===== config.mk =====
export PLATFORM = sky130hd
export DESIGN_NAME = itof_pipe_flat
export DESIGN_NICKNAME = d
export VERILOG_FILES = /design/src/rtl/itof_pipe_if.sv /design/src/rtl/itof_pipe.sv /design/src/flat_wrapper.sv
export SDC_FILE = /design/constraint.sdc
export NUM_CORES = 1
export LEC_CHECK = 0
export ABC_AREA = 0
export ABC_CLOCK_PERIOD_IN_PS = 3400
export BUFFER_PORTS_ARGS = -buffer_cell sky130_fd_sc_hd__buf_2
export CORE_MARGIN = 1
export CORE_UTILIZATION = 45
export DETAILED_ROUTE_END_ITERATION = 7
export GPL_TIMING_DRIVEN = 0
export HOLD_SLACK_MARGIN = 0.06
export PLACE_DENSITY_LB_ADDON = 0.08
export SKIP_CTS_REPAIR_TIMING = 1
export SYNTH_ARGS = -nofsm -noshare
export SYNTH_HDL_FRONTEND = slang
export SYNTH_SLANG_ARGS = --single-unit

===== constraint.sdc =====
create_clock -name clk -period 3.4 [get_ports clk]
set_clock_uncertainty 0.2 [all_clocks]
set_input_delay 0.34 -clock clk [delete_from_list [all_inputs] [get_ports clk]]
set_output_delay 0.34 -clock clk [all_outputs]
set_load 0.05 [all_outputs]

===== src/rtl/itof_pipe_if.sv =====
// Valid/ready operand and result channels of the int32 -> float converter.
interface itof_pipe_if;
  logic        in_valid;
  logic        in_ready;
  logic [31:0] in_data;
  logic        out_valid;
  logic        out_ready;
  logic [31:0] out_data;
  logic        out_inexact;
  logic        out_zero;

  modport master (
    output in_valid, in_data, out_ready,
    input  in_ready, out_valid, out_data, out_inexact, out_zero
  );

  modport slave (
    input  in_valid, in_data, out_ready,
    output in_ready, out_valid, out_data, out_inexact, out_zero
  );
endinterface


===== src/rtl/itof_pipe.sv =====
// Three-stage int32/uint32 -> IEEE-754 single converter, round-to-nearest-even.
// S1 sign/magnitude, S2 normalise, S3 round and pack; one global stall enable.
module itof_pipe #(
  parameter bit SIGNED = 1'b1
) (
  input  logic        clk,
  input  logic        rst,
  itof_pipe_if.slave  bus
);

  logic        en;

  logic        s1_valid_q, s1_valid_d;
  logic        s1_sign_q, s1_sign_d;
  logic [31:0] s1_mag_q, s1_mag_d;

  logic        s2_valid_q, s2_valid_d;
  logic        s2_sign_q, s2_sign_d;
  logic [4:0]  s2_p_q, s2_p_d;
  logic [31:0] s2_norm_q, s2_norm_d;

  logic        s3_valid_q, s3_valid_d;
  logic [31:0] s3_data_q, s3_data_d;
  logic        s3_inexact_q, s3_inexact_d;
  logic        s3_zero_q, s3_zero_d;

  logic [4:0]  msb;
  logic [23:0] kept;
  logic        guard;
  logic        sticky;
  logic        round_up;
  logic [24:0] sum;
  logic [7:0]  exp_field;
  logic [22:0] frac;
  logic        is_zero;

  assign en            = ~s3_valid_q | bus.out_ready;
  assign bus.in_ready  = en;
  assign bus.out_valid   = s3_valid_q;
  assign bus.out_data    = s3_data_q;
  assign bus.out_inexact = s3_inexact_q;
  assign bus.out_zero    = s3_zero_q;

  // S1: 0x80000000 negates to itself, which reads correctly as 2^31 unsigned.
  always_comb begin
    s1_valid_d = s1_valid_q;
    s1_sign_d  = s1_sign_q;
    s1_mag_d   = s1_mag_q;
    if (en) begin
      s1_valid_d = bus.in_valid;
      s1_sign_d  = SIGNED & bus.in_data[31];
      s1_mag_d   = s1_sign_d ? (~bus.in_data + 32'd1) : bus.in_data;
    end
  end

  always_comb begin
    msb = 5'd0;
    for (int i = 0; i < 32; i++) begin
      if (s1_mag_q[i]) msb = i[4:0];
    end
    s2_valid_d = s2_valid_q;
    s2_sign_d  = s2_sign_q;
    s2_p_d     = s2_p_q;
    s2_norm_d  = s2_norm_q;
    if (en) begin
      s2_valid_d = s1_valid_q;
      s2_sign_d  = s1_sign_q;
      s2_p_d     = msb;
      s2_norm_d  = s1_mag_q << (5'd31 - msb);
    end
  end

  // S3: a zero operand normalises to all-zero, so sum==0 identifies it.
  always_comb begin
    kept      = s2_norm_q[31:8];
    guard     = s2_norm_q[7];
    sticky    = |s2_norm_q[6:0];
    round_up  = guard & (sticky | kept[0]);
    sum       = {1'b0, kept} + {24'd0, round_up};
    is_zero   = ~(sum[24] | sum[23]);
    exp_field = 8'd127 + {3'd0, s2_p_q} + {7'd0, sum[24]};
    frac      = sum[24] ? 23'd0 : sum[22:0];

    s3_valid_d   = s3_valid_q;
    s3_data_d    = s3_data_q;
    s3_inexact_d = s3_inexact_q;
    s3_zero_d    = s3_zero_q;
    if (en) begin
      s3_valid_d   = s2_valid_q;
      s3_data_d    = is_zero ? 32'd0 : {s2_sign_q, exp_field, frac};
      s3_inexact_d = ~is_zero & (guard | sticky);
      s3_zero_d    = is_zero;
    end
  end

  always_ff @(posedge clk) begin
    if (rst) begin
      s1_valid_q   <= 1'b0;
      s1_sign_q    <= 1'b0;
      s1_mag_q     <= 32'd0;
      s2_valid_q   <= 1'b0;
      s2_sign_q    <= 1'b0;
      s2_p_q       <= 5'd0;
      s2_norm_q    <= 32'd0;
      s3_valid_q   <= 1'b0;
      s3_data_q    <= 32'd0;
      s3_inexact_q <= 1'b0;
      s3_zero_q    <= 1'b0;
    end else begin
      s1_valid_q   <= s1_valid_d;
      s1_sign_q    <= s1_sign_d;
      s1_mag_q     <= s1_mag_d;
      s2_valid_q   <= s2_valid_d;
      s2_sign_q    <= s2_sign_d;
      s2_p_q       <= s2_p_d;
      s2_norm_q    <= s2_norm_d;
      s3_valid_q   <= s3_valid_d;
      s3_data_q    <= s3_data_d;
      s3_inexact_q <= s3_inexact_d;
      s3_zero_q    <= s3_zero_d;
    end
  end

endmodule


===== src/flat_wrapper.sv =====
// flat-port wrapper written by rule: the top's interface ports become plain ports
module itof_pipe_flat 
#(
  parameter bit SIGNED = 1'b1
)
  (clk, rst, bus_in_valid, bus_in_data, bus_out_ready, bus_in_ready, bus_out_valid, bus_out_data, bus_out_inexact, bus_out_zero);
  itof_pipe_if bus_i ();
  input  logic clk;
  input  logic rst;
  input wire logic [$bits(bus_i.in_valid)-1:0] bus_in_valid;
  input wire logic [$bits(bus_i.in_data)-1:0] bus_in_data;
  input wire logic [$bits(bus_i.out_ready)-1:0] bus_out_ready;
  output wire logic [$bits(bus_i.in_ready)-1:0] bus_in_ready;
  output wire logic [$bits(bus_i.out_valid)-1:0] bus_out_valid;
  output wire logic [$bits(bus_i.out_data)-1:0] bus_out_data;
  output wire logic [$bits(bus_i.out_inexact)-1:0] bus_out_inexact;
  output wire logic [$bits(bus_i.out_zero)-1:0] bus_out_zero;
  assign bus_i.in_valid = bus_in_valid;
  assign bus_i.in_data = bus_in_data;
  assign bus_i.out_ready = bus_out_ready;
  assign bus_in_ready = bus_i.in_ready;
  assign bus_out_valid = bus_i.out_valid;
  assign bus_out_data = bus_i.out_data;
  assign bus_out_inexact = bus_i.out_inexact;
  assign bus_out_zero = bus_i.out_zero;
  itof_pipe #(.SIGNED(SIGNED)) u_core (.clk(clk), .rst(rst), .bus(bus_i));
endmodule

After elaboration in Yosys (flattened, before gate mapping)
Cells that the tools add are included.
- bits in writable memories: 0
- ROM bits: 0
- latch bits: 0
- memories: 0
- register bits: 108
- word-level logic and storage cells: 61
- input port bits: 36
- output and inout bits: 36
- equal/unequal tests: 0
- multiplexer cells: 34
- divide/modulo/power cells: 0
- shifts and indexed selects: 1
- $lt $le $gt $ge: 0
- bitwise gates (word level): 9
- $mul: 0
- reductions and logical operators: 1
- $add $sub $neg: 5
- operators by type and width (cell ; number):
    2-to-1 mux 5 bit ; 16
    2-to-1 mux 32 bit ; 2
    adder 32 x 1 -> 32 bit (second input constant) ; 1
    2-to-1 mux 4 bit ; 8
    NOT 32 bit ; 1
    left shift 32 x 5 -> 32 bit ; 1
    adder 24 x 1 -> 25 bit ; 1
    2-to-1 mux 23 bit ; 1
    2-to-1 mux 3 bit ; 4
    adder 7 x 5 -> 8 bit (first input constant) ; 1
    adder 8 x 1 -> 8 bit ; 1
    OR reduction 7 bit ; 1
    subtractor 5 bit (first input constant) ; 1
    2-to-1 mux 2 bit ; 2
    bitwise OR 1 bit ; 4
    bitwise AND 1 bit ; 2
    NOT 1 bit ; 2
    2-to-1 mux 1 bit ; 1

Logic depth before layout (Yosys ltp)
Gate-level depths: netlist of run 1.
- word-level depth: 33
- mapped depth: 16

Least setup slack after synthesis of run 1
OpenSTA, ideal clock, no wires.
- path type: flip-flop to flip-flop
- from: register u_core.s2_norm_q[0]
- to: register u_core.s3_data_q[27] (netlist: u_core.bus.out_data[27])
- stages on the path, launching flop included: 17
- buffers on the path: 0
- path slack: 482 ps
- library setup time: 128 ps
- arrival: 2590 ps
- clock period less this slack: 2918 ps
- data required time: 3072 ps
- path through: dfxtp_1 nor3_1 nand2_1 o21a_1 ha_1 ha_1 nand3_1 nor2_1 nand3_1 or3_1 ha_1 ha_1 nand2_1 xor2_1 nor3_1 a21oi_1 nor2_1
- cells in the longest elaborated chain, start to end: 6
- elaborated cells between the ends (all ways): 7
- classes of those cells: add/sub: 2; mux: 1; bitwise: 3; reduce/logical: 1
- ends and longest elaborated chain (element ; RTL line ; text):
    from (decl) ; itof_pipe.sv:20 ; logic [31:0] s2_norm_q, s2_norm_d;
    from (signal assigned) ; itof_pipe.sv:116 ; s2_norm_q <= s2_norm_d;
    OR reduction 7 bit (*) ; itof_pipe.sv:77 ; sticky = |s2_norm_q[6:0];
    bitwise OR 1 bit (*) ; itof_pipe.sv:78 ; round_up = guard & (sticky | kept[0]);
    bitwise AND 1 bit (*) ; itof_pipe.sv:78 ;
    adder 24 x 1 -> 25 bit (*) ; itof_pipe.sv:79 ; sum = {1'b0, kept} + {24'd0, round_up};
    adder 8 x 1 -> 8 bit / bitwise OR 1 bit (equally long branches) ; itof_pipe.sv:81, itof_pipe.sv:80 ;
    2-to-1 mux 32 bit (*) ; itof_pipe.sv:90 ; s3_data_d = is_zero ? 32'd0 : {s2_sign_q, exp_field, frac};
    to (signal assigned) ; itof_pipe.sv:118 ; s3_data_q <= s3_data_d;
    to (decl) ; itof_pipe.sv:23 ; logic [31:0] s3_data_q, s3_data_d;
Mark *: on every way between the ends. The rest lies on a longest branch, timed or not.
A chain may end at the register's enable or synchronous reset.

Worst setup path in the final report of run 1
- from: register u_core.s1_mag_q[4]
- to: register u_core.s2_norm_q[25]
- cells in the longest elaborated chain, start to end: 30
- ends and longest elaborated chain (element ; RTL line ; text):
    from (decl) ; itof_pipe.sv:15 ; logic [31:0] s1_mag_q, s1_mag_d;
    from (signal assigned) ; itof_pipe.sv:112 ; s1_mag_q <= s1_mag_d;
    2-to-1 mux 3 bit (4 in a row) ; itof_pipe.sv:59 ; if (s1_mag_q[i]) msb = i[4:0];
    2-to-1 mux 4 bit (8 in a row) ; itof_pipe.sv:59 ;
    2-to-1 mux 5 bit (16 in a row) ; itof_pipe.sv:59 ;
    subtractor 5 bit ; itof_pipe.sv:69 ; s2_norm_d = s1_mag_q << (5'd31 - msb);
    left shift 32 x 5 -> 32 bit (*) ; itof_pipe.sv:69 ;
Marked as above.

==> results.sh, run 1 <==
export IMPL_status="finished, final reports clean"
export IMPL_setup_viol=0
export IMPL_hold_ws_ps=53.6
export IMPL_cts_root_buffer="clkbuf_16"
export IMPL_grt_usage_pct=28.4
export IMPL_worstMarginPinSlew_ps=1080
export IMPL_drtIter0Drc=689
export IMPL_slew_headroom_pct=27.3
export IMPL_yosysSeqAreaShare_pct=30.3
export IMPL_critPathArrivalTime_ps=3430
export IMPL_worstSetupPathType="flip-flop to flip-flop"
export IMPL_crit_fanout=10
export IMPL_yosysMostFrequentCell="nor2_1"
export IMPL_layout_nets=1021
export IMPL_cp_required_ps=3470
export IMPL_peakVddDrop_uv=304
export IMPL_stdcell_area_sq_mm=0.00812
export IMPL_clk_pin_slew_worst_paths_ps=80
export IMPL_wire_per_inst_um=19.2
export IMPL_clock_path_buffers=2
export IMPL_rrSetupSlack_ps=40
export IMPL_drv_cap=0
export IMPL_via_per_inst=6.00
export IMPL_fin_crit_sh_pct=98.7
export IMPL_ant_nets=0
export IMPL_grt_pass1_wl_um=36100
export IMPL_syn2layout_area_growth_pct=13.9
export IMPL_ys_async_sr_fraction_pct=0
export IMPL_netlist_cell_type_count=69
export IMPL_routed_wl_um=23000
export IMPL_place_hpwl_um=17400
export IMPL_die_w_um=128
export IMPL_dpl_cell_area_sq_mm=0.00775
export IMPL_cts_tree="done"
export IMPL_numClockSinks=108
export IMPL_hold_class="primary input to flip-flop"
export IMPL_fmax_ghz=0.298
export IMPL_route_detailed_drc=0
export IMPL_powerDensity_mw_per_mm2=521
export IMPL_setup_tns_ps=0
export IMPL_drive_gt1_share_pct=15.5
export IMPL_first_global_vias=6391
export IMPL_start_kind="flip-flop"
export IMPL_synth_area_top_cells="dfxtp_1 (30%), mux2i_1 (9.5%), nor2_1 (6.9%)"
export IMPL_synth_warnings=0
export IMPL_grt_overflow=0
export IMPL_rsz0062_at_grt="true"
export IMPL_dr_total_vias=7181
export IMPL_netlist_area_leader_share_pct=30.3
export IMPL_place_gp_congestion=0.954
export IMPL_first_pass_iters=5
export IMPL_fin_crit_ps=3360
export IMPL_antenna_found_initial=0
export IMPL_io_buffer_count=71
export IMPL_numCtsBuffers=9
export IMPL_die_area_sq_mm=0.0164
export IMPL_leakagePower_nw=3.32
export IMPL_ys_seq_elements=108
export IMPL_num_antenna_cells=0
export IMPL_io_pins=72
export IMPL_synth_ff_type="dfxtp_1"
export IMPL_die_h_um=128
export IMPL_syn_area_per_cell_sq_um=7.93
export IMPL_slew_violations=0
export IMPL_end_kind="flip-flop"
export IMPL_rows=45
export IMPL_clkLatencyLatePin_ps=360
export IMPL_initial_core_util_pct=46.6
export IMPL_synth_edf_count=0
export IMPL_core_sq_mm=0.0153
export IMPL_postSynthNetCount=940
export IMPL_netlist_area_sq_mm=0.00713
export IMPL_syn_inst=899
export IMPL_synth_common_cells="nor2_1 (131), dfxtp_1 (108), nand2_1 (87)"
export IMPL_synth_area_leader_cell="dfxtp_1"
export IMPL_htreeDepth=3
export IMPL_hold_violations=0
export IMPL_final_core_util_pct=53.0
export IMPL_grt_max_degree=22
[cell usage in the layout (no fill, tap or decap), types with 7 or more instances in the layout]
| cell | count |
|---|---|
| and3_1 | 7 |
| xor2_1 | 35 |
| mux2i_1 | 65 |
| xnor2_1 | 18 |
| buf_4 | 8 |
| nor3_1 | 32 |
| buf_2 | 86 |
| mux2_2 | 9 |
| nand2_1 | 87 |
| nor2_1 | 130 |
| clkbuf_16 | 9 |
| a31oi_1 | 7 |
| a21oi_1 | 46 |
| or3_1 | 7 |
| a211oi_1 | 36 |
| dfxtp_1 | 108 |
| a22oi_1 | 35 |
| or4_1 | 10 |
| inv_1 | 15 |
| buf_1 | 7 |
| o21ai_0 | 21 |
| o31ai_1 | 13 |
| clkbuf_1 | 34 |
| nand3_1 | 24 |
[metal layers]
metal | track usage [%] | wire length, um | part of all wire, %
met3 | 4.42 | 1580 | 6.9
met2 | 42.9 | 9950 | 43
met1 | 41.0 | 10800 | 47
met4 | 9.62 | 649 | 2.8
met5 | 0 | 0 | 0
[through the flow]
stage / setup WS, ps / cells / power [mW]
2_1_floorplan: 482 / 899 / 2.68
3_3_place_gp: -187 / 1181 / 3.11
3_5_place_dp: -175 / 1181 / 3.12
4_1_cts: -175 / 1197 / 4.18
5_1_grt: -34.1 / 1196 / 4.41
6_report: 43.6 / 1196 / 4.23
[cell families (layout without fill, tap and decap cells)]
group / Yosys count / in the layout / synth area share, %
buffers and inverters: 86 / 172 / 5.53
muxes: 78 / 78 / 11.2
and+or+nand+nor: 333 / 333 / 21.7
AOI/OAI and AO/OA: 236 / 236 / 23.9
adders and majority gates: 5 / 5 / 0.877
DFF: 108 / 108 / 30.3
xor gates and xnor gates: 53 / 53 / 6.51
[cell type report]
type	count	area, sq um
buffer	69	333
clock buffer	9	225
clock inverter	7	78.8
fill	1569	7190
inverter	15	56.3
multi-input combinational	705	4640
sequential	108	2160
tap	211	264
timing repair buffer	72	365
[final timing paths]
path | startpoint | end | cells after the start
worst max-delay path | u_core.s1_mag_q[4]$_SDFFE_PP0P_ | u_core.s2_norm_q[25]$_SDFFE_PP0P_ | 9
worst min-delay path | bus_in_data[0] | u_core.s1_mag_q[0]$_SDFFE_PP0P_ | 3
worst max register to register | u_core.s1_mag_q[4]$_SDFFE_PP0P_ | u_core.s2_norm_q[25]$_SDFFE_PP0P_ | 9
worst min register to register | u_core.s1_valid_q$_SDFFE_PP0P_ | u_core.s1_valid_q$_SDFFE_PP0P_ | 2
[state kept, by name, indices dropped and copies added, names as in the netlist]
register,cells
u_core.bus.out_data,32
u_core.s1_mag_q,32
u_core.s2_norm_q,32
u_core.s2_p_q,5
u_core.bus.out_inexact,1
u_core.bus.out_valid,1
u_core.bus.out_zero,1
u_core.s1_sign_q,1
u_core.s1_valid_q,1
u_core.s2_sign_q,1
u_core.s2_valid_q,1
[where the power goes]
group / switching [mW] / leakage [nW] / internal (mW)
clock network: 0.549 / 0.141 / 0.522
registers: 0.151 / 0.889 / 1.40
logic: 1.00 / 2.29 / 0.598
[critical path: stages (launching register included)]
cell	delay, ps
dfxtp_1	300
clkbuf_1	200
nor4_1	490
o211ai_2	190
a21oi_2	550
buf_2	380
mux2i_1	250
mux2i_1	210
o22a_1	270
a211oi_1	220
No activity file was read; power rests on OpenSTA's default activity.
==> inputs of run 2 (changes only) <==
- BUFFER_PORTS_ARGS: -buffer_cell sky130_fd_sc_hd__buf_2 -> default
- DONT_BUFFER_PORTS: default -> 1
==> results.sh, run 2 (synthesized netlist as in run 1, its figures left out) <==
export IMPL_numCtsBuffers=9
export IMPL_fmax_ghz=0.297
export IMPL_setup_tns_ps=0
export IMPL_routed_wl_um=24300
export IMPL_final_core_util_pct=52.6
export IMPL_powerDensity_mw_per_mm2=529
export IMPL_clock_path_buffers=2
export IMPL_drv_cap=0
export IMPL_cts_tree="done"
export IMPL_worstMarginPinSlew_ps=1100
export IMPL_antenna_found_initial=0
export IMPL_layout_commonest_cell="nor2_1"
export IMPL_worstSetupPathType="flip-flop to flip-flop"
export IMPL_core_sq_mm=0.0153
export IMPL_ant_nets=0
export IMPL_die_h_um=128
export IMPL_die_area_sq_mm=0.0164
export IMPL_leakagePower_nw=3.10
export IMPL_layout_nets=971
export IMPL_numClockSinks=108
export IMPL_drtIter0Drc=670
export IMPL_grt_max_degree=22
export IMPL_die_w_um=128
export IMPL_layout_common_cells="nor2_1 (129), dfxtp_1 (107), nand2_1 (87)"
export IMPL_route_detailed_drc=0
export IMPL_layout_setup_ws_ps=33.7
export IMPL_fin_crit_ps=3370
export IMPL_htreeDepth=3
export IMPL_drive_gt1_share_pct=9.73
export IMPL_place_gp_congestion=0.943
export IMPL_via_per_inst=6.24
export IMPL_peakVddDrop_uv=264
export IMPL_clkLatencyLatePin_ps=360
export IMPL_cp_required_ps=3470
export IMPL_slew_headroom_pct=26.3
export IMPL_stdcell_area_sq_mm=0.00805
export IMPL_dpl_cell_area_sq_mm=0.00740
export IMPL_pre_cts_ws_ps=-290
export IMPL_num_antenna_cells=0
export IMPL_setup_viol=0
export IMPL_io_pins=72
export IMPL_hold_class="primary input to flip-flop"
export IMPL_start_kind="flip-flop"
export IMPL_wire_per_inst_um=21.2
export IMPL_dr_total_vias=7151
export IMPL_place_hpwl_um=18500
export IMPL_grt_pass1_wl_um=37100
export IMPL_fin_crit_sh_pct=99.0
export IMPL_crit_fanout=10
export IMPL_first_pass_iters=5
export IMPL_grt_overflow=0
export IMPL_io_buffer_count=0
export IMPL_slew_violations=0
export IMPL_rsz0062_at_grt="true"
export IMPL_cts_root_buffer="clkbuf_16"
export IMPL_end_kind="flip-flop"
export IMPL_grt_usage_pct=29.6
export IMPL_clk_pin_slew_worst_paths_ps=80
export IMPL_status="finished, final reports clean"
export IMPL_hold_violations=0
export IMPL_syn2layout_area_growth_pct=12.9
export IMPL_initial_core_util_pct=46.6
export IMPL_critPathArrivalTime_ps=3440
export IMPL_first_global_vias=6628
export IMPL_rows=45
run 2: final timing paths:
path	from	end	cells past startpoint	slack, ps
setup / recovery	u_core.s1_mag_q[4]$_SDFFE_PP0P_	u_core.s2_norm_q[25]$_SDFFE_PP0P_	9	30
hold / removal	bus_in_data[22]	u_core.s1_mag_q[22]$_SDFFE_PP0P_	2	20
setup reg to reg	u_core.s1_mag_q[4]$_SDFFE_PP0P_	u_core.s2_norm_q[25]$_SDFFE_PP0P_	9	30
hold reg to reg	u_core.s1_valid_q$_SDFFE_PP0P_	u_core.s1_valid_q$_SDFFE_PP0P_	2	250
run 2: critical path, cell delays in order (launching register included):
cell and delay [ps]:
dfxtp_1 300, clkbuf_1 230, nor4_1 660, o211ai_4 200, a21oi_4 370, buf_2 360
mux2i_1 330, mux2i_2 180, o22a_1 240, a211oi_1 200
run 2: layer usage:
layer	routed length, um	up-vias	GRT usage (%)
met5	0	-	0
met1	11200	3462	41.6
met3	1680	32	4.76
met4	413	0	7.96
li1	-	3358	-
met2	11000	299	47.0
run 2: area by class of cell:
type                    count  area [sq um]
plain buffers              69           334
clock buffers               9           225
clock inverters             7          77.6
fillers                  1527          7260
inverters                  15          56.3
multi-input cells         705          4720
flip-flops and latches    108          2160
well taps                 211           264
repair buffers             22           213
run 2: power breakdown:
group / internal (mW) / leakage (nW) / switching (mW)
logic: 0.603 / 2.06 / 0.919
registers: 1.40 / 0.890 / 0.262
clock network: 0.522 / 0.144 / 0.546
run 2: per-stage QoR:
| step | power (mW) | hold WS [ps] | std cells |
|---|---|---|---|
| final | 4.26 | 19.6 | 1146 |
| after global routing | 4.43 | 64.6 | 1146 |
| after CTS | 4.15 | -94.3 | 1126 |
| after detailed placement | 3.09 | 247 | 1110 |
| after global placement | 3.08 | 245 | 1110 |
| after floorplan | 2.68 | 232 | 899 |
